### src/rtl/demod_spi_readout.sv
`default_nettype none
// ==========================================================================
// demod_spi_readout : packs demodulated bits into bytes, buffers them in a
//                     FIFO and serves them over an SPI slave, status first.
// Revision          : 1.0
// ==========================================================================
module demod_spi_readout #(
  parameter int FIFO_DEPTH  = 16,
  parameter int SYNC_STAGES = 2
) (
  input  logic       main_clk,
  input  logic       rst,
  input  logic       bit_i,
  input  logic       bit_valid_i,
  input  logic       sclk_i,
  input  logic       cs_i,
  output logic       sdo_o,
  output logic [5:0] fifo_level_o,
  output logic       overflow_o,
  output logic       frame_active_o
);

  localparam int                  c_ADDR_W  = (FIFO_DEPTH > 1) ? $clog2(FIFO_DEPTH) : 1;
  localparam logic [5:0]          c_DEPTH   = 6'(FIFO_DEPTH);
  localparam logic [c_ADDR_W-1:0] c_PTR_ONE = c_ADDR_W'(1);

  typedef enum logic [1:0] {
    ST_IDLE   = 2'd0,
    ST_STATUS = 2'd1,
    ST_SHIFT  = 2'd2
  } state_t;

  // Bit packer
  logic [6:0] r_pack_sr;
  logic [2:0] r_pack_cnt;
  logic       r_push;
  logic [7:0] r_push_data;

  always_ff @(posedge main_clk or posedge rst) begin
    if (rst) begin
      r_pack_sr   <= '0;
      r_pack_cnt  <= '0;
      r_push      <= 1'b0;
      r_push_data <= '0;
    end else begin
      r_push <= 1'b0;
      if (bit_valid_i) begin
        if (r_pack_cnt == 3'd7) begin
          r_push      <= 1'b1;
          r_push_data <= {r_pack_sr, bit_i};
          r_pack_cnt  <= '0;
        end else begin
          r_pack_sr  <= {r_pack_sr[5:0], bit_i};
          r_pack_cnt <= r_pack_cnt + 3'd1;
        end
      end
    end
  end

  // Synchronizers; cs resets to its idle (high) level so no false frame start
  logic [SYNC_STAGES-1:0] r_sclk_sync;
  logic [SYNC_STAGES-1:0] r_cs_sync;
  logic                   r_sclk_prev;
  logic                   r_cs_prev;

  always_ff @(posedge main_clk or posedge rst) begin
    if (rst) begin
      r_sclk_sync <= '0;
      r_cs_sync   <= '1;
      r_sclk_prev <= 1'b0;
      r_cs_prev   <= 1'b1;
    end else begin
      r_sclk_sync <= {r_sclk_sync[SYNC_STAGES-2:0], sclk_i};
      r_cs_sync   <= {r_cs_sync[SYNC_STAGES-2:0], cs_i};
      r_sclk_prev <= r_sclk_sync[SYNC_STAGES-1];
      r_cs_prev   <= r_cs_sync[SYNC_STAGES-1];
    end
  end

  logic w_sclk_rise, w_sclk_fall, w_cs_rise, w_cs_fall;
  assign w_sclk_rise =  r_sclk_sync[SYNC_STAGES-1] & ~r_sclk_prev;
  assign w_sclk_fall = ~r_sclk_sync[SYNC_STAGES-1] &  r_sclk_prev;
  assign w_cs_rise   =  r_cs_sync[SYNC_STAGES-1]   & ~r_cs_prev;
  assign w_cs_fall   = ~r_cs_sync[SYNC_STAGES-1]   &  r_cs_prev;

  // FIFO
  logic [7:0]          r_mem [FIFO_DEPTH];
  logic [c_ADDR_W-1:0] r_wr_ptr, r_rd_ptr;
  logic [5:0]          r_count;
  logic                r_ovf;
  logic                w_empty, w_full, w_pop, w_push_ok, w_drop;
  logic [7:0]          w_next_byte;
  logic [7:0]          w_status;

  assign w_empty     = (r_count == 6'd0);
  assign w_full      = (r_count == c_DEPTH);
  // Pop is applied first, so a push into a full FIFO that is popping is kept
  assign w_push_ok   = r_push & (~w_full | w_pop);
  assign w_drop      = r_push & w_full & ~w_pop;
  assign w_next_byte = w_empty ? 8'h00 : r_mem[r_rd_ptr];
  assign w_status    = {r_ovf, 2'b00, r_count[4:0]};

  always_ff @(posedge main_clk) begin
    if (w_push_ok) r_mem[r_wr_ptr] <= r_push_data;
  end

  // FSM
  state_t     r_state, w_state_nxt;
  logic [7:0] r_shift;
  logic [3:0] r_bitcnt;
  logic       r_sdo;
  logic       w_load_status, w_shift, w_load_next, w_cnt_inc, w_clear_sdo;

  always_ff @(posedge main_clk or posedge rst) begin
    if (rst) r_state <= ST_IDLE;
    else     r_state <= w_state_nxt;
  end

  always_comb begin
    w_state_nxt   = r_state;
    w_load_status = 1'b0;
    w_shift       = 1'b0;
    w_load_next   = 1'b0;
    w_cnt_inc     = 1'b0;
    w_clear_sdo   = 1'b0;
    w_pop         = 1'b0;
    if (w_cs_rise) begin
      w_state_nxt = ST_IDLE;
      w_clear_sdo = 1'b1;
    end else begin
      case (r_state)
        ST_IDLE: begin
          if (w_cs_fall) w_state_nxt = ST_STATUS;
        end
        ST_STATUS: begin
          w_load_status = 1'b1;
          w_state_nxt   = ST_SHIFT;
        end
        ST_SHIFT: begin
          if (w_sclk_rise) w_cnt_inc = 1'b1;
          if (w_sclk_fall) begin
            if (r_bitcnt == 4'd8) begin
              w_load_next = 1'b1;
              w_pop       = ~w_empty;
            end else begin
              w_shift = 1'b1;
            end
          end
        end
        default: begin
          w_state_nxt = ST_IDLE;
          w_clear_sdo = 1'b1;
        end
      endcase
    end
  end

  always_ff @(posedge main_clk or posedge rst) begin
    if (rst) begin
      r_shift  <= '0;
      r_bitcnt <= '0;
      r_sdo    <= 1'b0;
    end else begin
      if (w_clear_sdo) r_sdo <= 1'b0;
      if (w_load_status) begin
        r_shift  <= w_status;
        r_bitcnt <= '0;
        r_sdo    <= w_status[7];
      end
      if (w_shift) begin
        r_shift <= {r_shift[6:0], 1'b0};
        r_sdo   <= r_shift[6];
      end
      if (w_load_next) begin
        r_shift  <= w_next_byte;
        r_bitcnt <= '0;
        r_sdo    <= w_next_byte[7];
      end
      if (w_cnt_inc) r_bitcnt <= r_bitcnt + 4'd1;
    end
  end

  always_ff @(posedge main_clk or posedge rst) begin
    if (rst) begin
      r_wr_ptr <= '0;
      r_rd_ptr <= '0;
      r_count  <= '0;
      r_ovf    <= 1'b0;
    end else begin
      if (w_push_ok) r_wr_ptr <= r_wr_ptr + c_PTR_ONE;
      if (w_pop)     r_rd_ptr <= r_rd_ptr + c_PTR_ONE;
      r_count <= r_count + {5'd0, w_push_ok} - {5'd0, w_pop};
      // Reading the status clears the sticky flag unless a drop lands that cycle
      if (w_load_status) r_ovf <= w_drop;
      else if (w_drop)   r_ovf <= 1'b1;
    end
  end

  assign sdo_o          = r_sdo;
  assign fifo_level_o   = r_count;
  assign overflow_o     = r_ovf;
  assign frame_active_o = (r_state != ST_IDLE);

endmodule
`default_nettype wire

### config.mk
export PLATFORM = sky130hd
export DESIGN_NAME = demod_spi_readout
export DESIGN_NICKNAME = d
export VERILOG_FILES = /design/src/rtl/demod_spi_readout.sv
export SDC_FILE = /design/constraint.sdc
export NUM_CORES = 1
export LEC_CHECK = 0
export BUFFER_PORTS_ARGS = -buffer_cell sky130_fd_sc_hd__buf_4
export CORE_MARGIN = 8
export CORE_UTILIZATION = 60
export DETAILED_ROUTE_END_ITERATION = 8
export GPL_ROUTABILITY_DRIVEN = 1
export PLACE_DENSITY = 0.79
export SYNTH_ARGS = -nofsm -noshare
export SYNTH_HDL_FRONTEND = slang
export SYNTH_SLANG_ARGS = --single-unit
### constraint.sdc
create_clock -name main_clk -period 3.9 [get_ports main_clk]
set_input_delay 0.39 -clock main_clk [delete_from_list [all_inputs] [get_ports main_clk]]
set_output_delay 0.39 -clock main_clk [all_outputs]
set_load 0.1 [all_outputs]
==> summary.txt, run 1 <==
Global routing
  • Initial antenna violation count: 0
  • First-pass GRT wire length: 23.8 mm
  • GR Overflow Total: 0
  • Total track usage: 19.9%
  • Largest net degree at the start of global routing: 55
  • Vias in the first global route: 4,178

Timing
  • Final Max Tran Viols: 0
  • Hold WS: 0.0680 ns
  • Final setup viols: 0
  • Setup TNS Final: 0 ns
  • Tightest Pin Transition: 1.12 ns
  • Min cycle time layout: 3.17 ns
  • Final Hold Fails: 0
  • Fmax: 0.315 GHz
  • Setup Skew: 0.0102 ns
  • Crit share post-route: 81.4%
  • RSZ-0062 raised after global routing: no
  • Relative slew slack: 25.2%

Min path
  • Hold path startpoint: cs_i
  • Hold WC Path Type: input port to register

CTS
  • CTS root buf: clkbuf_16
  • CTS tree: done
  • Resize count post-CTS: 0
  • Clock transition at path regs: 0.06 ns
  • CTS sink count: 182
  • CTS buffer count: 17
  • Postcts setup bufs: 0
  • Worst-Skew Late Latency: 0.43 ns
  • CTS hold repair buffers: 0
  • H-tree depth: 4
  • Max Root-Sink Buffers: 2

Worst setup path
  • Data arrival time of the critical path: 3.50 ns
  • Critical Path RT: 4.22 ns
  • CP Capture Type: register
  • Setup crit start kind: register
  • CP Class: register to register
  • R2R Path Start: r_cs_prev$_DFF_PP1_
  • CP Max Fanout: 9
  • CP Launch Point: r_cs_prev$_DFF_PP1_

Synthesis
  • Ys Warns: 0
  • Share of the yosys chip area belonging to registers: 69.3%
  • Asr flop ratio synth: 29.7%
  • Number of synthesized register bits: 182
  • Post-Syn Instances: 440
  • Mapped Avg Cell Area: 17.1 sq um
  • Cell Area, Synth: 7510 sq um
  • Dominant synthesized flop cell: edfxtp_1
  • Netlist cell types: 52
  • Net Count, Synth: 465
  • Number of synthesized flops with an enable pin: 128

Floorplan
  • Rows: 41
  • Starting density of the core: 60.5%
  • Die area: 16,300 sq um
  • Core area: 12,400 sq um
  • Die Wd: 128 um
  • Die height: 128 um
  • Ports: 15

Power
  • Clock power frac: 28.7%
  • Sw Pwr: 1780 uW
  • Max VDD drop: 626 uV
  • Comb power frac: 20.0%
  • Leakage: 0.00300 uW
  • Seq pwr share: 51.3%
  • Pint: 3820 uW
  • Net Sw Frac: 31.7%
  • Power Dens Cells: 670 nW/um^2

Drt
  • DRT Wirelength: 15.0 mm
  • Drt wl/cell: 23.1 um
  • # DRC: 0
  • Via density: 6.11
  • DR iter-0 viols: 485
  • Vias: 3,973
  • ANT nets after route: 0
  • DRT Pass-1 Iters: 5

Placement
  • # port buffers: 14
  • Detailed-placement wirelength estimate: 9.77 mm
  • Routability Congestion: 0.761
  • Placed instance area: 7820 sq um
  • Placed insts: 618

Finish
  • Fin nets: 490
  • Layout Area Growth over Synthesis: 11.4%
  • Antenna Diode Count: 0
  • Leading cell type in the layout, fill and taps excluded: edfxtp_1
  • Most frequent cells in the layout: 128 x edfxtp_1, 50 x dfrtp_1, 32 x mux4_2
  • Final Cell Area: 8360 sq um
  • Layout cell share with drive strength beyond 1: 23.8%
  • Layout Cells excl Fill: 650

Job
  • Max Cap Violations: 0

Status
  • Status: complete, no violations
[registers in the layout, indices dropped and copies added (netlist names), 3 cells and up]
signal,flops
r_mem,128
r_push_data,8
r_pack_sr,7
r_shift,7
fifo_level_o,6
r_bitcnt,4
r_rd_ptr,4
r_wr_ptr,4
r_pack_cnt,3
[cell families after synthesis]
logic type      share of synthesized area [%]
flops                                    69.3
xor+xnor                                 1.17
mux                                      12.5
buf+inv                                  2.33
simple gates                             6.17
compound gates                           5.27
fa+ha+maj                                3.27
[area by class of cell]
cell class	instances	area [sq um]
clock buffer	21	440
clock inverter	11	109
fill	845	4050
inverter	19	71.3
multi-input combinational	219	2130
sequential	182	5200
tap	172	215
timing repair buffer	26	195
[cells in the mapped netlist (2+ instances only)]
| master | n | area share (%) |
|---|---|---|
| a22o_1 | 2 | 0.23 |
| o21ai_0 | 8 | 0.53 |
| or2_2 | 2 | 0.17 |
| buf_4 | 3 | 0.30 |
| nand4_1 | 5 | 0.42 |
| nor2b_1 | 7 | 0.58 |
| a21oi_1 | 10 | 0.67 |
| and3_1 | 2 | 0.17 |
| o22a_1 | 5 | 0.58 |
| mux2_2 | 17 | 2.5 |
| xnor2_1 | 9 | 1.1 |
| nand3b_1 | 3 | 0.30 |
| clkbuf_1 | 10 | 0.50 |
| buf_2 | 2 | 0.13 |
| a21o_1 | 3 | 0.30 |
| buf_6 | 2 | 0.30 |
| nand2_1 | 13 | 0.65 |
| nand3_1 | 9 | 0.60 |
| mux4_2 | 32 | 9.6 |
| inv_1 | 19 | 0.95 |
| buf_1 | 3 | 0.15 |
| edfxtp_1 | 128 | 51 |
| dfstp_2 | 3 | 1.1 |
| ha_1 | 18 | 3.0 |
| a22oi_1 | 13 | 1.3 |
| nand2b_1 | 9 | 0.75 |
| o22ai_1 | 3 | 0.25 |
| a211o_1 | 2 | 0.23 |
| nor2_1 | 23 | 1.1 |
| dfrtp_1 | 51 | 17 |
| mux2i_1 | 3 | 0.40 |
[worst max-delay path: stages, from the launching register on]
cell and delay, ns:
dfstp_2 0.52, inv_1 0.04, ha_1 0.23, or2_1 0.38
nor4_2 0.56, nand2b_1 0.21, ha_1 0.32, a21o_1 0.15
a21o_1 0.22, a21o_1 0.18, a311oi_1 0.28
[metrics by stage]
step                util, %  setup WS, ns  power [uW]
floorplan                 -         0.765        3630
global placement       63.0         0.903        3950
detailed placement     63.0         0.758        4020
CTS                    67.4         0.731        5630
global route           67.4         0.499        5830
finish                 67.4         0.726        5600
[power by group through the flow]
stage / clock [uW] / sequential (uW) / combinational, uW
global placement: 0 / 2880 / 1060
detailed placement: 0 / 2910 / 1110
global route: 1700 / 2920 / 1210
floorplan: 0 / 3000 / 631
CTS: 1630 / 2870 / 1130
finish: 1610 / 2880 / 1120
[routing by layer]
layer	GRT usage (%)	up-vias	wire, um
li1	-	1747	-
met1	24.9	2037	6000
met2	32.9	157	7760
met3	3.62	32	786
met4	10.1	0	467
met5	0	-	0
[final timing paths]
path	depth (start not counted)	slack, ns	to
worst max-delay path	10	0.73	fifo_level_o[5]$_DFF_PP0_
worst min register to register	0	0.35	r_cs_sync[1]$_DFF_PP1_
worst min-delay path	1	0.07	r_cs_sync[0]$_DFF_PP1_
min in group asynchronous	2	0.24	r_push_data[7]$_DFFE_PP0P_
worst max register to register	10	0.73	fifo_level_o[5]$_DFF_PP0_
max in group asynchronous	2	2.88	r_rd_ptr[0]$_DFFE_PP0N_
Note: power is estimated with default switching activity, not from simulation.
==> run 2, diff against run 1 <==
--- a/config.mk
+++ b/config.mk
@@ -7,10 +7,10 @@
 export LEC_CHECK = 0
 export BUFFER_PORTS_ARGS = -buffer_cell sky130_fd_sc_hd__buf_4
 export CORE_MARGIN = 8
-export CORE_UTILIZATION = 60
+export CORE_UTILIZATION = 56
 export DETAILED_ROUTE_END_ITERATION = 8
 export GPL_ROUTABILITY_DRIVEN = 1
-export PLACE_DENSITY = 0.79
+export PLACE_DENSITY = 0.77
 export SYNTH_ARGS = -nofsm -noshare
 export SYNTH_HDL_FRONTEND = slang
 export SYNTH_SLANG_ARGS = --single-unit
==> constraint.sdc (replaced) <==
create_clock -name main_clk -period 2.7 [get_ports main_clk]
set_input_delay 0.27 -clock main_clk [delete_from_list [all_inputs] [get_ports main_clk]]
set_output_delay 0.27 -clock main_clk [all_outputs]
set_load 0.1 [all_outputs]
==> run 2 against run 1 <==
- combinational power increased by 52%
- flip-flop and latch count unchanged
- setup slack got worse by 0.61 ns
- sequential share of layout area decreased by 1.9 points
- cell area increased by 3.4%
- register-to-register slack got worse by 0.61 ns
- global-route usage decreased by 1.7 points
- via count increased by 2.0%
- clock skew decreased by 0.0028 ns
- largest cell class unchanged
==> summary.txt, run 2 (synthesis gave the netlist of run 1 again) <==
Status
  • Status: complete, no violations (unchanged)

Timing
  • Setup Skew: 0.00743 ns (was 0.0102 ns)
  • Relative slew slack: 52.2% (was 25.2%)
  • Min cycle time layout: 2.58 ns (was 3.17 ns)
  • Final Max Tran Viols: 0 (unchanged)
  • Crit share post-route: 95.7% (was 81.4%)
  • RSZ-0062 raised after global routing: no (unchanged)
  • Fmax: 0.387 GHz (was 0.315 GHz)
  • Final setup viols: 0 (unchanged)
  • Tightest Pin Transition: 0.716 ns (was 1.12 ns)
  • Final Hold Fails: 0 (unchanged)

Finish
  • Reg with most FFs: r_mem (unchanged)
  • Antenna Diode Count: 0 (unchanged)
  • Leading cell type in the layout, fill and taps excluded: edfxtp_1 (unchanged)
  • Layout Area Growth over Synthesis: 15.2% (was 11.4%)
  • Fin nets: 512 (was 490)
  • Largest register FFs: 128 (unchanged)
  • Final Cell Area: 8650 sq um (was 8360 sq um)
  • Fill cells: 866 (was 845)
  • Layout Cells excl Fill: 676 (was 650)
  • Layout cell share with drive strength beyond 1: 30.6% (was 23.8%)
  • Most frequent cells in the layout: 128 x edfxtp_1, 44 x buf_4, 44 x dfrtp_1 (was 128 x edfxtp_1, 50 x dfrtp_1, 32 x mux4_2)
  • Biggest regs: r_mem (128), r_push_data (8) (unchanged)

Worst setup path
  • Setup crit start kind: register (unchanged)
  • R2R Path Start: r_cs_prev$_DFF_PP1_ (unchanged)
  • CP Capture Type: register (unchanged)
  • CP dominant cell by count: a21o_1 (unchanged)
  • CP Max Fanout: 5 (was 9)
  • CP Launch Point: r_cs_prev$_DFF_PP1_ (unchanged)
  • Largest stage delay on the critical path: 0.52 ns (was 0.56 ns)
  • Data arrival time of the critical path: 2.90 ns (was 3.50 ns)
  • Worst path cell trace: inv_1, ha_1, or2_4, nor4_4, nand2b_1, ha_1, a21o_1, a21o_1, a21o_1, a311oi_1 (was inv_1, ha_1, or2_1, nor4_2, nand2b_1, ha_1, a21o_1, a21o_1, a21o_1, a311oi_1)
  • Critical Path RT: 3.02 ns (was 4.22 ns)
  • CP Class: register to register (unchanged)
  • Critical path's slowest cell: dfstp_2 (was nor4_2)

Global routing
  • First-pass GRT wire length: 23.8 mm (about the same)
  • Total track usage: 18.2% (was 19.9%)
  • Initial antenna violation count: 0 (unchanged)
  • Vias in the first global route: 4,258 (was 4,178)
  • Largest net degree at the start of global routing: 35 (was 55)
  • GR Overflow Total: 0 (unchanged)

Drt
  • Drt wl/cell: 22.3 um (was 23.1 um)
  • Via density: 5.99 (was 6.11)
  • DRT Wirelength: 15.1 mm (was 15.0 mm)
  • Vias: 4,052 (was 3,973)
  • DR iter-0 viols: 319 (was 485)
  • DRT Pass-1 Iters: 4 (was 5)
  • # DRC: 0 (unchanged)
  • ANT nets after route: 0 (unchanged)

CTS
  • CTS sink count: 182 (unchanged)
  • CTS buffer count: 17 (unchanged)
  • Clock transition at path regs: 0.07 ns (was 0.06 ns)
  • H-tree depth: 4 (unchanged)
  • Max Root-Sink Buffers: 2 (unchanged)
  • CTS root buf: clkbuf_16 (unchanged)
  • Worst-Skew Late Latency: 0.43 ns (about the same)
  • CTS tree: done (unchanged)

Min path
  • Hold path startpoint: bit_valid_i (was cs_i)
  • Hold WC Path Type: input port to register (unchanged)

Power
  • Max VDD drop: 785 uV (was 626 uV)
  • Power Dens Cells: 962 nW/um^2 (was 670 nW/um^2)
  • Leakage: 0.00313 uW (was 0.00300 uW)
  • Pwr Total: 8320 uW (was 5600 uW)

Floorplan
  • Rows: 42 (was 41)
  • Core area: 13,200 sq um (was 12,400 sq um)
  • Die height: 132 um (was 128 um)
  • Die Wd: 132 um (was 128 um)
  • Die area: 17,400 sq um (was 16,300 sq um)
  • Starting density of the core: 56.9% (was 60.5%)
  • Ports: 15 (unchanged)

Placement
  • Routability Congestion: 0.790 (was 0.761)
  • Placed insts: 639 (was 618)
  • Detailed-placement wirelength estimate: 9.77 mm (about the same)
  • # port buffers: 14 (unchanged)
  • Placed instance area: 8010 sq um (was 7820 sq um)

Job
  • Max Cap Violations: 0 (unchanged)
[run 2: changes by cell type in the layout (fill, tap and decap cells not counted), sizes merged]
cell         change
buf             +19
clkbuf           -2
clkinv           -4
dlygate4sd3      +3
inv              +6
[run 2: critical path: cells and delay by family (launching register included)]
| kind | cells | cell delay (ns) |
|---|---|---|
| AO/OA/AOI/OAI | 4 | 0.77 |
| buffers and inverters | 1 | 0.04 |
| adder cells (fa/ha/maj) | 2 | 0.50 |
| AND/OR/NAND/NOR | 3 | 0.64 |
| flip-flops | 1 | 0.52 |
[run 2: routing by layer]
layer  global-route usage, %  vias up  wire, um
li1                        -     1790         -
met1                    22.0     2113      6020
met2                    31.0      122      7980
met3                    4.08       27       736
met4                    7.66        0       342
met5                       0        -         0
[run 2: per-stage QoR]
step                TNS [ns]  setup WS, ns  util [%]  hold slack (ns)
floorplan            -0.0182       -0.0104         -            0.274
global placement           0         0.151      60.7            0.332
detailed placement   -0.0269       -0.0269      60.7            0.336
CTS                        0        0.0393      65.4           0.0436
global route               0        0.0139      65.5           0.0683
finish                     0         0.115      65.5           0.0531
[run 2: final timing paths]
kind	slack, ns	to	depth (start not counted)
max	0.12	fifo_level_o[5]$_DFF_PP0_	10
min	0.05	r_pack_cnt[0]$_DFFE_PP0P_	2
max reg2reg	0.12	fifo_level_o[5]$_DFF_PP0_	10
min reg2reg	0.35	r_sclk_sync[1]$_DFF_PP0_	0
max in group asynchronous	1.44	r_pack_sr[3]$_DFFE_PP0P_	4
min in group asynchronous	0.52	r_sclk_sync[0]$_DFF_PP0_	3
[run 2: area by class of cell]
type / count / area [sq um] / area share, %
clock buffer: 19 / 443 / 5.12
clock inverter: 13 / 146 / 1.69
timing repair buffer: 48 / 380 / 4.40
sequential: 182 / 5210 / 60.2
inverter: 19 / 71.3 / 0.825
tap: 176 / 220 / 2.55
multi-input combinational: 219 / 2180 / 25.2
[run 2: where the power goes]
part	switching (uW)	total [uW]	internal (uW)
clock network	1050	2460	1400
logic	1050	1700	648
registers	564	4170	3600
[run 2: repair_timing]
action,in CTS,in global routing
resized for setup,1,2
hold buffers,3,0
pin swaps,0,2
hold endpoints to repair,32,0
buffers inserted,0,2
endpoints found under the setup margin,1,2
